### config.mk
export PLATFORM = sky130hd
export DESIGN_NAME = phy_rcv_nibble
export DESIGN_NICKNAME = d
export VERILOG_FILES = /design/src/rtl/phy_rcv_nibble_pkg.sv /design/src/rtl/phy_rcv_nibble_crc32_d8.sv /design/src/rtl/phy_rcv_nibble.sv
export SDC_FILE = /design/constraint.sdc
export NUM_CORES = 1
export LEC_CHECK = 0
export ABC_AREA = 1
export BUFFER_PORTS_ARGS = -buffer_cell sky130_fd_sc_hd__buf_4
export CAP_MARGIN = 15
export CORE_MARGIN = 5
export CORE_UTILIZATION = 65
export CTS_CLUSTER_DIAMETER = 50
export CTS_CLUSTER_SIZE = 8
export DETAILED_ROUTE_END_ITERATION = 8
export PLACE_DENSITY = 0.86
export SLEW_MARGIN = 30
export SYNTH_ARGS = -nofsm -noshare
export SYNTH_HDL_FRONTEND = slang
export SYNTH_SLANG_ARGS = --single-unit
export TNS_END_PERCENT = 5
### constraint.sdc
create_clock -name clk_phy -period 3.55 [get_ports clk_phy]
set_clock_uncertainty 0.15 [all_clocks]
set_input_delay 0.1775 -clock clk_phy [delete_from_list [all_inputs] [get_ports clk_phy]]
set_output_delay 0.1775 -clock clk_phy [all_outputs]
set_load 0.1 [all_outputs]
### src/rtl/phy_rcv_nibble_pkg.sv
// Receive PHY nibble path: shared constants,
// ctrl block layout and FSM state encoding.
package phy_rcv_nibble_pkg;

  localparam int DEF_MIN_PRE = 4;
  localparam int DEF_MIN_LEN = 64;
  localparam int DEF_MAX_LEN = 1518;
  localparam int DEF_LEN_W   = 12;
  localparam int PRE_W       = 4;

  localparam int CTRL_W       = 24;
  localparam int CTRL_LEN_MSB = 23;
  localparam int CTRL_LEN_LSB = 12;
  localparam int CTRL_RXER    = 4;
  localparam int CTRL_LONG    = 3;
  localparam int CTRL_RUNT    = 2;
  localparam int CTRL_ODD     = 1;
  localparam int CTRL_CRC     = 0;

  localparam logic [3:0]  PRE_NIB     = 4'h5;
  localparam logic [3:0]  SFD_NIB     = 4'hD;
  localparam logic [31:0] CRC_INIT    = 32'hFFFF_FFFF;
  localparam logic [31:0] CRC_RESIDUE = 32'hC704_DD7B;
  localparam logic [31:0] CRC_POLY_R  = 32'hEDB8_8320;

  typedef enum logic [2:0] {
    ST_IDLE,
    ST_PRE,
    ST_DATA,
    ST_END,
    ST_DROP
  } rx_state_e;

  // The shift register runs LSB-first, so the residue
  // constant is compared in bit-reversed order.
  function automatic logic [31:0] rev32(
    input logic [31:0] v
  );
    logic [31:0] r;
    for (int i = 0; i < 32; i++) begin
      r[i] = v[31-i];
    end
    return r;
  endfunction

endpackage

### src/rtl/phy_rcv_nibble_crc32_d8.sv
// Combinational next-state of the reflected
// CRC-32 register for one data byte.
module crc32_d8
  import phy_rcv_nibble_pkg::*;
(
  input  logic [31:0] crc_i,
  input  logic [7:0]  data_i,
  output logic [31:0] crc_o
);

  logic [31:0] c;

  // Eight LSB-first shift steps of the reflected poly.
  always_comb begin
    c = crc_i;
    for (int i = 0; i < 8; i++) begin
      if (c[0] ^ data_i[i]) begin
        c = (c >> 1) ^ CRC_POLY_R;
      end else begin
        c = c >> 1;
      end
    end
    crc_o = c;
  end

endmodule

### src/rtl/phy_rcv_nibble.sv
// MII nibble receiver: preamble/SFD strip, byte
// packing, FCS and length checks, ctrl block.
module phy_rcv_nibble
  import phy_rcv_nibble_pkg::*;
#(
  parameter int MIN_PRE = DEF_MIN_PRE,
  parameter int MIN_LEN = DEF_MIN_LEN,
  parameter int MAX_LEN = DEF_MAX_LEN,
  parameter int LEN_W   = DEF_LEN_W
) (
  input  logic              clk_phy,
  input  logic              reset,
  input  logic              phy_rx_dv,
  input  logic              phy_rx_er,
  input  logic [3:0]        phy_data_in,
  output logic [7:0]        f_data_out,
  output logic              f_data_valid,
  output logic              f_sof,
  output logic [CTRL_W-1:0] f_ctrl_out,
  output logic              f_frame_valid,
  output logic              f_frame_ok
);

  localparam logic [LEN_W-1:0] MAX_L = LEN_W'(MAX_LEN);
  localparam logic [LEN_W-1:0] MIN_L = LEN_W'(MIN_LEN);
  localparam logic [PRE_W-1:0] PRE_L = PRE_W'(MIN_PRE);

  rx_state_e         state_q, state_d;
  logic [PRE_W-1:0]  pre_q, pre_d;
  logic              phase_q, phase_d;
  logic [3:0]        low_q, low_d;
  logic [LEN_W-1:0]  len_q, len_d;
  logic [31:0]       crc_q, crc_d;
  logic              er_q, er_d;
  logic [7:0]        data_q, data_d;
  logic              dval_q, dval_d;
  logic              sof_q, sof_d;
  logic [CTRL_W-1:0] ctrl_q, ctrl_d;
  logic              fval_q, fval_d;
  logic              fok_q, fok_d;

  logic [31:0]       crc_nx;
  logic [7:0]        byte_c;
  logic [4:0]        flags_c;

  assign byte_c = {phy_data_in, low_q};

  crc32_d8 u_crc (
    .crc_i  (crc_q),
    .data_i (byte_c),
    .crc_o  (crc_nx)
  );

  // State, datapath and output registers.
  always_ff @(posedge clk_phy or negedge reset) begin
    if (!reset) begin
      state_q <= ST_IDLE;
      pre_q   <= '0;
      phase_q <= 1'b0;
      low_q   <= '0;
      len_q   <= '0;
      crc_q   <= '0;
      er_q    <= 1'b0;
      data_q  <= '0;
      dval_q  <= 1'b0;
      sof_q   <= 1'b0;
      ctrl_q  <= '0;
      fval_q  <= 1'b0;
      fok_q   <= 1'b0;
    end else begin
      state_q <= state_d;
      pre_q   <= pre_d;
      phase_q <= phase_d;
      low_q   <= low_d;
      len_q   <= len_d;
      crc_q   <= crc_d;
      er_q    <= er_d;
      data_q  <= data_d;
      dval_q  <= dval_d;
      sof_q   <= sof_d;
      ctrl_q  <= ctrl_d;
      fval_q  <= fval_d;
      fok_q   <= fok_d;
    end
  end

  // Next-state: FSM, nibble packer, length and flags.
  always_comb begin
    state_d = state_q;
    pre_d   = pre_q;
    phase_d = phase_q;
    low_d   = low_q;
    len_d   = len_q;
    crc_d   = crc_q;
    er_d    = er_q;
    data_d  = data_q;
    dval_d  = 1'b0;
    sof_d   = 1'b0;
    ctrl_d  = ctrl_q;
    fval_d  = 1'b0;
    fok_d   = 1'b0;
    flags_c = '0;
    unique case (state_q)
      ST_IDLE: begin
        if (phy_rx_dv && phy_data_in == PRE_NIB) begin
          state_d = ST_PRE;
          pre_d   = PRE_W'(1);
        end
      end
      ST_PRE: begin
        if (!phy_rx_dv) begin
          state_d = ST_IDLE;
        end else if (phy_data_in == PRE_NIB) begin
          if (pre_q != '1) begin
            pre_d = pre_q + PRE_W'(1);
          end
        end else if (phy_data_in == SFD_NIB
                     && pre_q >= PRE_L) begin
          state_d = ST_DATA;
          phase_d = 1'b0;
          len_d   = '0;
          crc_d   = CRC_INIT;
          er_d    = 1'b0;
        end else begin
          state_d = ST_DROP;
        end
      end
      ST_DATA: begin
        if (!phy_rx_dv) begin
          flags_c[CTRL_RXER] = er_q;
          flags_c[CTRL_LONG] = len_q > MAX_L;
          flags_c[CTRL_RUNT] = len_q < MIN_L;
          flags_c[CTRL_ODD]  = phase_q;
          flags_c[CTRL_CRC]  =
            rev32(crc_q) != CRC_RESIDUE;
          ctrl_d = '0;
          ctrl_d[CTRL_LEN_MSB:CTRL_LEN_LSB] = len_q;
          ctrl_d[4:0] = flags_c;
          fval_d  = 1'b1;
          fok_d   = flags_c == '0;
          state_d = ST_END;
        end else begin
          er_d = er_q | phy_rx_er;
          if (!phase_q) begin
            low_d   = phy_data_in;
            phase_d = 1'b1;
          end else begin
            phase_d = 1'b0;
            if (len_q < MAX_L) begin
              data_d = byte_c;
              dval_d = 1'b1;
              sof_d  = len_q == '0;
              crc_d  = crc_nx;
            end
            if (len_q != '1) begin
              len_d = len_q + LEN_W'(1);
            end
          end
        end
      end
      ST_END: begin
        if (phy_rx_dv && phy_data_in == PRE_NIB) begin
          state_d = ST_PRE;
          pre_d   = PRE_W'(1);
        end else begin
          state_d = ST_IDLE;
        end
      end
      ST_DROP: begin
        if (!phy_rx_dv) begin
          state_d = ST_IDLE;
        end
      end
      default: begin
        state_d = ST_IDLE;
      end
    endcase
  end

  assign f_data_out    = data_q;
  assign f_data_valid  = dval_q;
  assign f_sof         = sof_q;
  assign f_ctrl_out    = ctrl_q;
  assign f_frame_valid = fval_q;
  assign f_frame_ok    = fok_q;

endmodule

## Yosys cells after proc, flatten, opt, wreduce, memory -nomap -nowiden

Index checks and enable logic that the tools add are counted.

- $add $sub $neg: 2
- Order comparisons: 4
- Eq/ne operators: 23
- Multiplexer cells: 55
- Bitwise operators: 19
- Reductions and logical operators: 16

Operator list:

| operator | number |
|---|---|
| two-way mux 32 bit | 14 |
| inverter 13 -> 14 bit | 8 |
| two-way mux 12 bit | 6 |
| one-hot mux 32 bit (2 select lines) | 1 |
| != test 32 bit, second input constant | 1 |
| != test 2 bit, second input constant | 12 |
| one-hot mux 12 bit (2 select lines) | 1 |
| two-way mux 1 bit | 19 |
| two-way mux 3 bit | 6 |
| two-way mux 4 bit | 4 |
| one-hot mux 3 bit (5 select lines) | 1 |
| AND reduction 7 bit | 2 |
| adder 12 x 1 -> 12 bit, second input constant | 1 |
| greater-than comparator 12 x 11 -> 1 bit, second input constant | 1 |
| zero test 12 bit | 1 |
| less-than comparator 12 x 11 -> 1 bit, second input constant | 1 |
| less-than comparator 12 x 7 -> 1 bit, second input constant | 1 |
| != test 12 bit, second input constant | 1 |
| AND reduction 5 bit | 2 |
| one-hot mux 4 bit (2 select lines) | 1 |
| AND reduction 4 bit | 2 |
| bitwise XOR 1 bit | 8 |
| == test 3 x 2 -> 1 bit, second input constant | 2 |
| zero test 5 bit | 1 |
| 18 further kinds | 22 |

- Flip-flop bits (word level): 86
- Bits of input ports: 8
- Output and inout port bits: 36
- Word-level logic and storage cells: 132

## Longest topological paths before layout

Gate-level depths: netlist (run 1).

- Word-level depth: 20
- Gate-level depth with buffers: 13
- Mapped depth without buffers: 13

## By module

Synthesis (run 1) repeated with hierarchy kept, for this count alone.

- Cells, all modules: 744
- Area, all modules: 5801.8 µm²

By module, submodules not included:

| module | times used | cells each | area an instance (µm²) | seq. area each (µm²) |
|---|---|---|---|---|
| phy_rcv_nibble | 1 | 549 | 4568.1 | 2152.1 |
| crc32_d8 | 1 | 195 | 1233.7 | 0.0 |

## Worst setup path after synthesis (run 1)

OpenSTA, ideal clock, no wires.

- Path kind: register -> register
- From: reg len_q[0]
- To: reg len_q[0]
- Library setup time: 0.128 ns
- Arrival: 1.460 ns
- Data required time: 3.272 ns
- Slack: 1.812 ns
- Stages on the path, launching flop included: 11
- Buffers on the path: 1
- Clock period less this slack: 1.738 ns
- Cell sequence: dfrtp_1 -> ha_1 -> nand2_1 -> inv_1 -> nand2_1 -> nor3_2 -> nand4_1 -> nand2_1 -> nor2_1 -> buf_2 -> o21ai_0

- Longest elaborated chain between the ends: 5
- Elaborated cells between the ends (all ways): 8
- Classes of those cells: 1 x add/sub; 2 x eq/ne; 4 x mux; 1 x reduce/logical

RTL lines:

| element | RTL line | text |
|---|---|---|
| start: declaration | phy_rcv_nibble.sv:32 | `logic [LEN_W-1:0] len_q, len_d;` |
| start signal: assignment | phy_rcv_nibble.sv:75 | `len_q <= len_d;` |
| adder 12 x 1 -> 12 bit | phy_rcv_nibble.sv:156 | `len_d = len_q + LEN_W'(1);` |
| two-way mux 12 bit | phy_rcv_nibble.sv:155 | `if (len_q != '1) begin` |
| two-way mux 12 bit | phy_rcv_nibble.sv:144 | `if (!phase_q) begin` |
| two-way mux 12 bit | phy_rcv_nibble.sv:129 | `if (!phy_rx_dv) begin` |
| one-hot mux 12 bit (2 select lines) | phy_rcv_nibble.sv:103 | `unique case (state_q)` |

Parallel ways exist; a longest one is shown, timed or not. The select of a mux whose other input is x is not followed.
A chain may end at the register's enable or synchronous reset.

## Worst setup path in the final report (run 1)

- From: reg state_q[2]
- To: reg crc_q[28]

- Longest elaborated chain between the ends: 3
- Elaborated cells between the ends (all ways): 11
- Classes of those cells: 8 x eq/ne; 1 x mux; 2 x reduce/logical

RTL lines:

| element | RTL line | text |
|---|---|---|
| start: declaration | phy_rcv_nibble.sv:28 | `rx_state_e state_q, state_d;` |
| start signal: assignment | phy_rcv_nibble.sv:71 | `state_q <= state_d;` |
| == test 3 x 2 -> 1 bit or == test 3 x 1 -> 1 bit (tied branches) | phy_rcv_nibble.sv:103 |  |
| != test 2 bit (no line) or nonzero test 2 bit (tied branches) | n/a |  |
| AND reduction 7 bit (no line) | n/a |  |
| end signal: assignment | phy_rcv_nibble.sv:76 | `crc_q <= crc_d;` |
| end: declaration | phy_rcv_nibble.sv:33 | `logic [31:0] crc_q, crc_d;` |

Parallel ways exist; a longest one is shown, timed or not.

==> reports/summary.txt, run 1 <==
Area taken by multi-input logic gates: 2527 µm²
Fillers: 592
Global-route wire length before repair: 21.69 mm
Detailed Route WL: 12.88 mm
Global-route usage over all layers: 27.00%
Via count of the first global-routing pass: 4737
Fraction of final layout cells sized beyond drive strength 1: 9.281%
Standard cell core area: 7727 µm²
Setup repair after global routing missed its margin: false
# setup viols final: 0
Routed met2 length: 6.128 mm
Reg2reg path depth: 8
Clock sinks: 86
Cell family with most CP delay: simple AND/OR/NAND/NOR gates
DP Wirelength: 9.133 mm
Routed met1 length: 5.409 mm
Yosys cell types: 35
Crit path capture type: flip-flop
Die span in x: 98.97 µm
Number of synthesized flops with an enable pin: 0
Clock latency of the later-clocked register in the worst-skew pair: 0.37 ns
Yosys top cell area share: 41.83%
Final Max Tran Viols: 0
Clock tree root buffer cell: clkbuf_8
Highest Clock Rate: 361.3 MHz
Fraction of the yosys area taken by sequential cells: 41.83%
Crit path launch type: flip-flop
Tightest Hold Check Type: input port to flip-flop
Number of iterations in the first detailed-routing pass: 6
Final critical-path share of the clock period: 77.98%
Cell types with the largest area share after synthesis: dfrtp_1 (42%), nand2_1 (19%), nand3_1 (6.3%)
GPL Wtd Cong: 0.9232
Met3 WL: 1.025 mm
Launch instance of the worst min-delay path: phy_data_in[2]
Terminating pin of the worst hold path: f_data_out[6]
Buffering stage count on the worst path with inverters included: 1
Final critical path time including I/O delays and setup: 2.768 ns
Top Layer Used: met4
H-tree level count: 3
Bufs on Longest Clock Path: 2
Number of antenna cells inserted: 0
Post-route worst setup slack: 0.7819 ns
Most frequent CP cell: nor2_4
Delay of the slowest cell on the worst path: 0.59 ns
Mean Syn Cell Area: 7.067 µm²
Startpoint of the lowest-slack register-to-register path: state_q[2]
Iter 0 DRT Violations: 444
Arrival time worst endpoint: 2.83 ns
I/O Buffers: 36
Overall die area: 9794 µm²
Post-route DRC: 0
TritonCTS buffer count: 9
Worst reg-to-reg setup slack: 0.78 ns
Post-Syn Instances: 728
Top flip-flop cell by instance count after synthesis: dfrtp_1
Instance area at placement: 5419 µm²
Die Y: 98.97 µm
Overflow after GRT: 0
Vias after detailed routing: 4884
Avg WL per Cell: 14.86 µm
Largest driver fanout on the critical path: 39
TritonCTS clock tree: built
Hold Path Depth: 3
Storage cell area: 2152 µm²
Pin count of the biggest net entering global routing: 87
Post-layout instance area: 5668 µm²
Data required time at the worst endpoint: 3.61 ns
Final TNS setup: 0 ns
Count leader, synth: nand2_1
Syn Std Cell Area: 5145 µm²
Final nets: 771
Clock-pin slew of the registers on the worst-case setup and hold paths: 0.11 ns
Share of async-settable or async-resettable flops after synthesis: 100.0%
Initial antenna violation count: 0
I/O pins: 44
Worst slew margin relative to its limit: 45.88%
Endpoint of the worst register-to-register path: crc_q[28]
Transition at the pin with the smallest max-transition slack: 0.8087 ns
Via/cell ratio: 5.633
Standard-cell row count: 32
Remaining antenna violation count after routing: 0
Leading post-synthesis cells by instance count: nand2_1 (259), dfrtp_1 (86), inv_1 (83), nand3_1 (65), o21ai_0 (61)
Count of state elements after synthesis: 86
Library cell with the largest summed area after synthesis: dfrtp_1
Initial Utilization: 66.58%
Number of cells upsized or downsized after cts: 0
Series of cell instances along the critical path: nor2_4 -> nand2_4 -> inv_2 -> o21ai_2 -> nor2_4 -> nand3_2 -> nand2_2 -> o21ai_0
YS warnings: 0
Setup slack after placement: 0.8409 ns
Slowest cell on crit path: nand2_2
Type of the worst setup path: flip-flop to flip-flop
Result of the run: finished clean
Max cap viols: 0
Area growth syn-to-layout: 10.17%
Final hold violation count: 0
## logic make-up (layout without fill, tap and decap cells)
group | Yosys count | after routing | share of synthesized area [%]
adders and majority gates | 3 | 3 | 0.7296
other | 1 | 7 | 0.07289
buffers and inverters | 115 | 146 | 9.484
xor gates and xnor gates | 40 | 40 | 6.809
AOI/OAI and AO/OA | 72 | 72 | 7.296
DFF | 86 | 86 | 41.83
and+or+nand+nor | 411 | 411 | 33.78
## cell usage in the layout, fill, tap and decap left out, drive strengths merged
cell	n
nand2	263
inv	93
dfrtp	86
nand3	66
o21ai	65
nor2	52
buf	37
xor2	36
nand4	12
clkbuf	9
nor3	8
conb	7
dlygate4sd3	5
xnor2	4
nor4	3
a21oi	3
or2	3
ha	3
o2111ai	2
nor3b	1
nor2b	1
a31oi	1
nand2b	1
a21boi	1
nand3b	1
clkinvlp	1
clkinv	1
## state kept, by name (all words and copies together) (netlist names)
register       flops
len_q             12
crc_q             32
f_frame_valid      1
f_data_out         8
f_data_valid       1
low_q              4
f_ctrl_out        17
phase_q            1
pre_q              4
f_frame_ok         1
er_q               1
f_sof              1
state_q            3
## through the flow
stage | util (%) | hold WS [ns] | std cells
final | 73.35 | 0.02154 | 867
after global routing | 73.35 | 0.02660 | 867
after global placement | 70.08 | 0.2790 | 846
after floorplan | - | -0.2681 | 734
after CTS | 73.35 | 0.01476 | 867
after detailed placement | 70.13 | 0.1420 | 846
## worst min-delay path: stages
cell and delay (ns):
buf_4 0.11, inv_1 0.07, o21ai_0 0.15
## area by class of cell
cell class	instances	area share (%)
Tap cell	102	2.252
Sequential cell	86	37.97
Clock buffer	9	2.185
Clock inverter	7	1.325
Multi-Input combinational cell	533	44.59
Inverter	88	5.828
Timing Repair Buffer	42	5.850
## worst max-delay path by stage
stage	from	end	cells past startpoint
finish	state_q[2]	crc_q[28]	8
global placement	state_q[2]	crc_q[28]	8
global route	state_q[2]	crc_q[2]	9
floorplan	len_q[0]	len_q[0]	10
CTS	state_q[2]	crc_q[28]	8
detailed placement	state_q[2]	crc_q[28]	8
## repair_timing
action	in CTS	in global routing
endpoints found under the hold margin	93	0
endpoints found under the setup margin	0	0
buffers inserted	0	0
hold buffers	5	0
## routing by layer
| metal | GRT usage (%) | up-vias |
|---|---|---|
| li1 | - | 2332 |
| met1 | 36.33 | 2279 |
| met2 | 43.96 | 240 |
| met3 | 3.963 | 33 |
| met4 | 10.82 | 0 |
| met5 | 0 | - |
Power of run 1 is not shown: default switching activity piles up to over one toggle a cycle in this logic, so the estimate is an artifact.
==> run 2, diff against run 1 <==
- CORE_UTILIZATION: 65 -> 60
- PLACE_DENSITY: 0.86 -> 0.8
- clock period: 3.55 -> 2.8 ns (I/O delays scaled with it)
==> reports/summary.txt, run 2 (synthesized netlist as in run 1, its figures left out) <==
Tightest Hold Check Type: input port to flip-flop (unchanged)
Data required time at the worst endpoint: 2.86 ns (was 3.61 ns)
Layer with the highest usage: met2 (unchanged)
Launch instance of the worst min-delay path: phy_data_in[3] (was phy_data_in[2])
Transition at the pin with the smallest max-transition slack: 0.7631 ns (was 0.8087 ns)
Via/cell ratio: 5.460 (was 5.633)
Clock sinks: 86 (unchanged)
Pin count of the biggest net entering global routing: 87 (unchanged)
# setup viols final: 0 (unchanged)
TritonCTS buffer count: 9 (unchanged)
Global-route usage over all layers: 25.62% (was 27.00%)
Standard-cell row count: 33 (was 32)
Initial Utilization: 61.99% (was 66.58%)
Startpoint of the lowest-slack register-to-register path: len_q[0] (was state_q[2])
I/O pins: 44 (unchanged)
Type of the worst setup path: flip-flop to flip-flop (unchanged)
Setup crit start: len_q[0] (was state_q[2])
Initial antenna violation count: 0 (unchanged)
Post-CTS Setup Inserts: 0 (unchanged)
Detailed Route WL: 12.54 mm (was 12.88 mm)
Final hold violation count: 0 (unchanged)
DP Cell Count: 853 (was 846)
Arrival time worst endpoint: 2.33 ns (was 2.83 ns)
Overflow after GRT: 0 (unchanged)
Post-layout instance area: 5718 µm² (was 5668 µm²)
M3 GR Usage: 3.315% (was 3.963%)
Die Y: 102.6 µm (was 98.97 µm)
Global-route wire length before repair: 21.21 mm (was 21.69 mm)
Number of flip-flops in the largest register: 32 (unchanged)
Max cap viols: 0 (unchanged)
Fin util: 68.90% (was 73.35%)
H-tree level count: 3 (unchanged)
Via count of the first global-routing pass: 4545 (was 4737)
TritonCTS clock tree: built (unchanged)
Overall die area: 10530 µm² (was 9794 µm²)
Fraction of final layout cells sized beyond drive strength 1: 9.883% (was 9.281%)
Post-route insts no fill: 874 (was 867)
Vias after detailed routing: 4772 (was 4884)
I/O Buffers: 36 (unchanged)
Number of cells upsized or downsized after cts: 0 (unchanged)
Setup repair after global routing missed its margin: false (unchanged)
Largest driver fanout on the critical path: 22 (was 39)
Most frequent cells in the layout: nand2_1 (259), dfrtp_1 (86), inv_1 (83) (unchanged)
Delay of the slowest cell on the worst path: 0.54 ns (was 0.59 ns)
Final nets: 775 (was 771)
GPL Wtd Cong: 1.018 (was 0.9232)
Clock tree root buffer cell: clkbuf_8 (unchanged)
Final critical path time including I/O delays and setup: 2.266 ns (was 2.768 ns)
Final Max Tran Viols: 0 (unchanged)
Cell family with most CP delay: simple AND/OR/NAND/NOR gates (unchanged)
Result of the run: finished clean (unchanged)
Iter 0 DRT Violations: 383 (was 444)
Bufs on Longest Clock Path: 2 (unchanged)
Most frequent CP cell: nand2_1 (was nor2_4)
Clock latency of the later-clocked register in the worst-skew pair: 0.36 ns (was 0.37 ns)
Largest Register: crc_q (unchanged)
Clock-pin slew of the registers on the worst-case setup and hold paths: 0.09 ns (was 0.11 ns)
Met2 track utilization from global routing: 41.26% (was 43.96%)
Crit path launch type: flip-flop (unchanged)
Highest Clock Rate: 441.2 MHz (was 361.3 MHz)
Post-route DRC: 0 (unchanged)
Most common library cell in the layout ignoring fill and taps: nand2_1 (unchanged)
Crit path capture type: flip-flop (unchanged)
DP Wirelength: 9.078 mm (was 9.133 mm)
Area growth syn-to-layout: 11.14% (was 10.17%)
Met1 Use GR: 35.16% (was 36.33%)
Avg WL per Cell: 14.35 µm (was 14.86 µm)
Instance area at placement: 5455 µm² (was 5419 µm²)
Final TNS setup: 0 ns (unchanged)
Standard cell core area: 8299 µm² (was 7727 µm²)
Slowest cell on crit path: nor2_2 (was nand2_2)
Die span in x: 102.6 µm (was 98.97 µm)
Number of iterations in the first detailed-routing pass: 5 (was 6)
Remaining antenna violation count after routing: 0 (unchanged)
Number of antenna cells inserted: 0 (unchanged)
Series of cell instances along the critical path: ha_1 -> nand2_1 -> inv_1 -> nand2_1 -> nor3_2 -> nand4_1 -> nand2_1 -> nor2_2 -> o21ai_0 (was nor2_4 -> nand2_4 -> inv_2 -> o21ai_2 -> nor2_4 -> nand3_2 -> nand2_2 -> o21ai_0)
Final critical-path share of the clock period: 80.94% (was 77.98%)
Worst slew margin relative to its limit: 49.13% (was 45.88%)
Buffering stage count on the worst path with inverters included: 1 (unchanged)
-- run 2: tightest hold or removal path, delay by kind of cell --
kind,cells,cell delay (ns)
AO/OA/AOI/OAI,1,0.17
buffers and inverters,2,0.17
-- run 2: worst paths after layout --
check                           endpoint  slack (ns)  depth (start not counted)
max                             len_q[5]        0.53                          9
min in group asynchronous       pre_q[0]        0.24                          2
max in group asynchronous      crc_q[29]        1.74                          2
max reg2reg                     len_q[5]        0.53                          9
min reg2reg                f_data_out[5]        0.34                          2
min                        f_data_out[7]        0.01                          3
-- run 2: repair_timing --
action                                  4_1_cts  5_1_grt
hold endpoints to repair                     93        0
hold buffers                                  5        0
endpoints found under the setup margin        0        0
-- run 2: through the flow --
stage	setup WS, ns	hold WS [ns]
after detailed placement	0.5871	0.1065
after global placement	0.4183	0.2436
after floorplan	1.062	-0.3056
after global routing	0.3367	0.05423
final	0.5337	0.01130
after CTS	0.5615	0.01122
-- run 2: per-layer routing --
metal	vias to the layer above	part of all wire [%]
li1	2334	-
met1	2198	44
met2	199	46
met3	41	7.1
met4	0	3.2
met5	-	0
-- run 2: final cells by class --
type / instances / area, µm²
tap: 105 / 131.4
sequential: 86 / 2152
fill: 683 / 2581
timing repair buffer: 46 / 361.6
multi-input combinational: 533 / 2530
inverter: 88 / 330.3
clock buffer: 10 / 137.6
clock inverter: 6 / 75.07
Power of run 2 is left out for the same reason.
==> run 3, diff against run 2 <==
- clock period: 2.8 -> 2.2 ns (I/O delays scaled with it)
==> reports/summary.txt, run 3 (synthesized netlist as in run 1, its figures left out) <==
Clock tree root buffer cell: clkbuf_8 (unchanged)
Data required time at the worst endpoint: 2.31 ns (was 2.86 ns)
I/O Buffers: 36 (unchanged)
Via count of the first global-routing pass: 4621 (was 4545)
Final critical path time including I/O delays and setup: 2.098 ns (was 2.266 ns)
Clock latency of the later-clocked register in the worst-skew pair: 0.38 ns (was 0.36 ns)
Pin count of the biggest net entering global routing: 45 (was 87)
Largest driver fanout on the critical path: 16 (was 22)
Area taken by multi-input logic gates: 2542 µm² (was 2530 µm²)
Series of cell instances along the critical path: nor2_4 -> nand2_4 -> buf_12 -> buf_4 -> nor2_1 -> nand2_1 -> inv_1 -> nand2_2 -> buf_6 -> nand2_1 -> o21ai_0 (was ha_1 -> nand2_1 -> inv_1 -> nand2_1 -> nor3_2 -> nand4_1 -> nand2_1 -> nor2_2 -> o21ai_0)
Slowest cell on crit path: dfrtp_1 (was nor2_2)
Crit path launch type: flip-flop (unchanged)
Vias after detailed routing: 4900 (was 4772)
Storage cell area: 2152 µm² (unchanged)
Detailed Route WL: 13.32 mm (was 12.54 mm)
Cell family with most CP delay: simple AND/OR/NAND/NOR gates (unchanged)
Result of the run: finished clean (unchanged)
Overall die area: 10530 µm² (unchanged)
Arrival time worst endpoint: 2.20 ns (was 2.33 ns)
Die span in x: 102.6 µm (unchanged)
Area growth syn-to-layout: 14.91% (was 11.14%)
Worst reg-to-reg setup slack: 0.10 ns (was 0.53 ns)
Initial Utilization: 61.99% (unchanged)
Crit path capture type: flip-flop (unchanged)
Highest Clock Rate: 476.6 MHz (was 441.2 MHz)
Worst slew margin relative to its limit: 62.15% (was 49.13%)
Most frequent CP cell: nand2_1 (unchanged)
# setup viols final: 0 (unchanged)
Initial antenna violation count: 0 (unchanged)
Die Y: 102.6 µm (unchanged)
Final nets: 793 (was 775)
Transition at the pin with the smallest max-transition slack: 0.5677 ns (was 0.7631 ns)
Final TNS setup: 0 ns (unchanged)
Fraction of final layout cells sized beyond drive strength 1: 12.20% (was 9.883%)
Number of flip-flops in the largest register: 32 (unchanged)
Most common library cell in the layout ignoring fill and taps: nand2_1 (unchanged)
Avg WL per Cell: 14.94 µm (was 14.35 µm)
TritonCTS buffer count: 9 (unchanged)
Final Max Tran Viols: 0 (unchanged)
Post-route DRC: 0 (unchanged)
I/O pins: 44 (unchanged)
H-tree level count: 3 (unchanged)
Buffering stage count on the worst path with inverters included: 4 (was 1)
GPL Wtd Cong: 0.9959 (was 1.018)
Bufs on Longest Clock Path: 2 (unchanged)
Delay of the slowest cell on the worst path: 0.43 ns (was 0.54 ns)
Via/cell ratio: 5.493 (was 5.460)
Type of the worst setup path: flip-flop to flip-flop (unchanged)
Post-CTS Setup Inserts: 0 (unchanged)
Number of iterations in the first detailed-routing pass: 5 (unchanged)
Clock sinks: 86 (unchanged)
Overflow after GRT: 0 (unchanged)
Global-route wire length before repair: 22.34 mm (was 21.21 mm)
Final critical-path share of the clock period: 95.37% (was 80.94%)
Post-Route Hold Slack: 0.04046 ns (was 0.01130 ns)
Remaining antenna violation count after routing: 0 (unchanged)
Largest Register: crc_q (unchanged)
Iter 0 DRT Violations: 311 (was 383)
Setup slack after placement: 0.05835 ns (was 0.5871 ns)
Setup repair after global routing missed its margin: true (was false)
Number of antenna cells inserted: 0 (unchanged)
Most frequent cells in the layout: nand2_1 (256), dfrtp_1 (86), inv_1 (83) (was nand2_1 (259), dfrtp_1 (86), inv_1 (83))
Final hold violation count: 0 (unchanged)
Max cap viols: 0 (unchanged)
Clock-pin slew of the registers on the worst-case setup and hold paths: 0.10 ns (was 0.09 ns)
TritonCTS clock tree: built (unchanged)
DP Wirelength: 9.914 mm (was 9.078 mm)
Standard cell core area: 8299 µm² (unchanged)
Tightest Hold Check Type: input port to flip-flop (unchanged)
Post-route worst setup slack: 0.1019 ns (was 0.5337 ns)
Standard-cell row count: 33 (unchanged)
Fillers: 696 (was 683)
Global-route usage over all layers: 27.27% (was 25.62%)
run 3: cell types whose count changed in the layout (fill, tap and decap cells not counted), sizes merged:
| cell | previous run | this run |
|---|---|---|
| clkinv | 0 | 2 |
| inv | 92 | 90 |
| dlygate4sd3 | 5 | 6 |
| buf | 41 | 58 |
run 3: worst reg2reg max path: cells and delay by family (launching register included):
family / cells / cell delay [ns]
and+or+nand+nor: 6 / 0.67
buffers and inverters: 4 / 0.66
DFF: 1 / 0.43
AOI/OAI and AO/OA: 1 / 0.07
run 3: repair_timing:
item,in CTS,in global routing
endpoints found under the hold margin,51,0
setup endpoints to repair,0,24
hold buffers,6,0
gates resized for setup,0,6
run 3: per-layer routing:
metal | vias up | GRT usage (%) | wire length, µm
li1 | 2375 | - | -
met2 | 205 | 44.49 | 6324
met4 | 0 | 10.09 | 340
met3 | 32 | 4.871 | 977
met5 | - | 0 | 0
met1 | 2288 | 36.49 | 5682
run 3: cell type report:
class | instances | share of cell area [%]
well taps | 105 | 2.222
multi-input cells | 533 | 43.01
clock buffers | 10 | 2.328
clock inverters | 6 | 1.164
inverters | 88 | 5.587
flip-flops and latches | 86 | 36.40
repair buffers | 64 | 9.291
run 3: worst paths after layout:
check                                     from             end  cells past startpoint
worst max-delay path                state_q[2]   f_data_out[2]                     11
min in group asynchronous                reset        pre_q[0]                      2
worst min-delay path            phy_data_in[3]   f_data_out[7]                      4
worst min register to register  f_ctrl_out[15]  f_ctrl_out[15]                      2
max in group asynchronous                reset       crc_q[16]                      3
worst max register to register      state_q[2]   f_data_out[2]                     11
run 3: metrics by stage:
stage / utilization, % / instances / cell area [µm²]
2_1_floorplan: - / 734 / 5167
3_3_place_gp: 67.80 / 870 / 5627
3_5_place_dp: 67.83 / 870 / 5629
4_1_cts: 71.04 / 892 / 5896
5_1_grt: 71.23 / 892 / 5912
6_report: 71.23 / 892 / 5912
Power of run 3 is left out for the same reason.
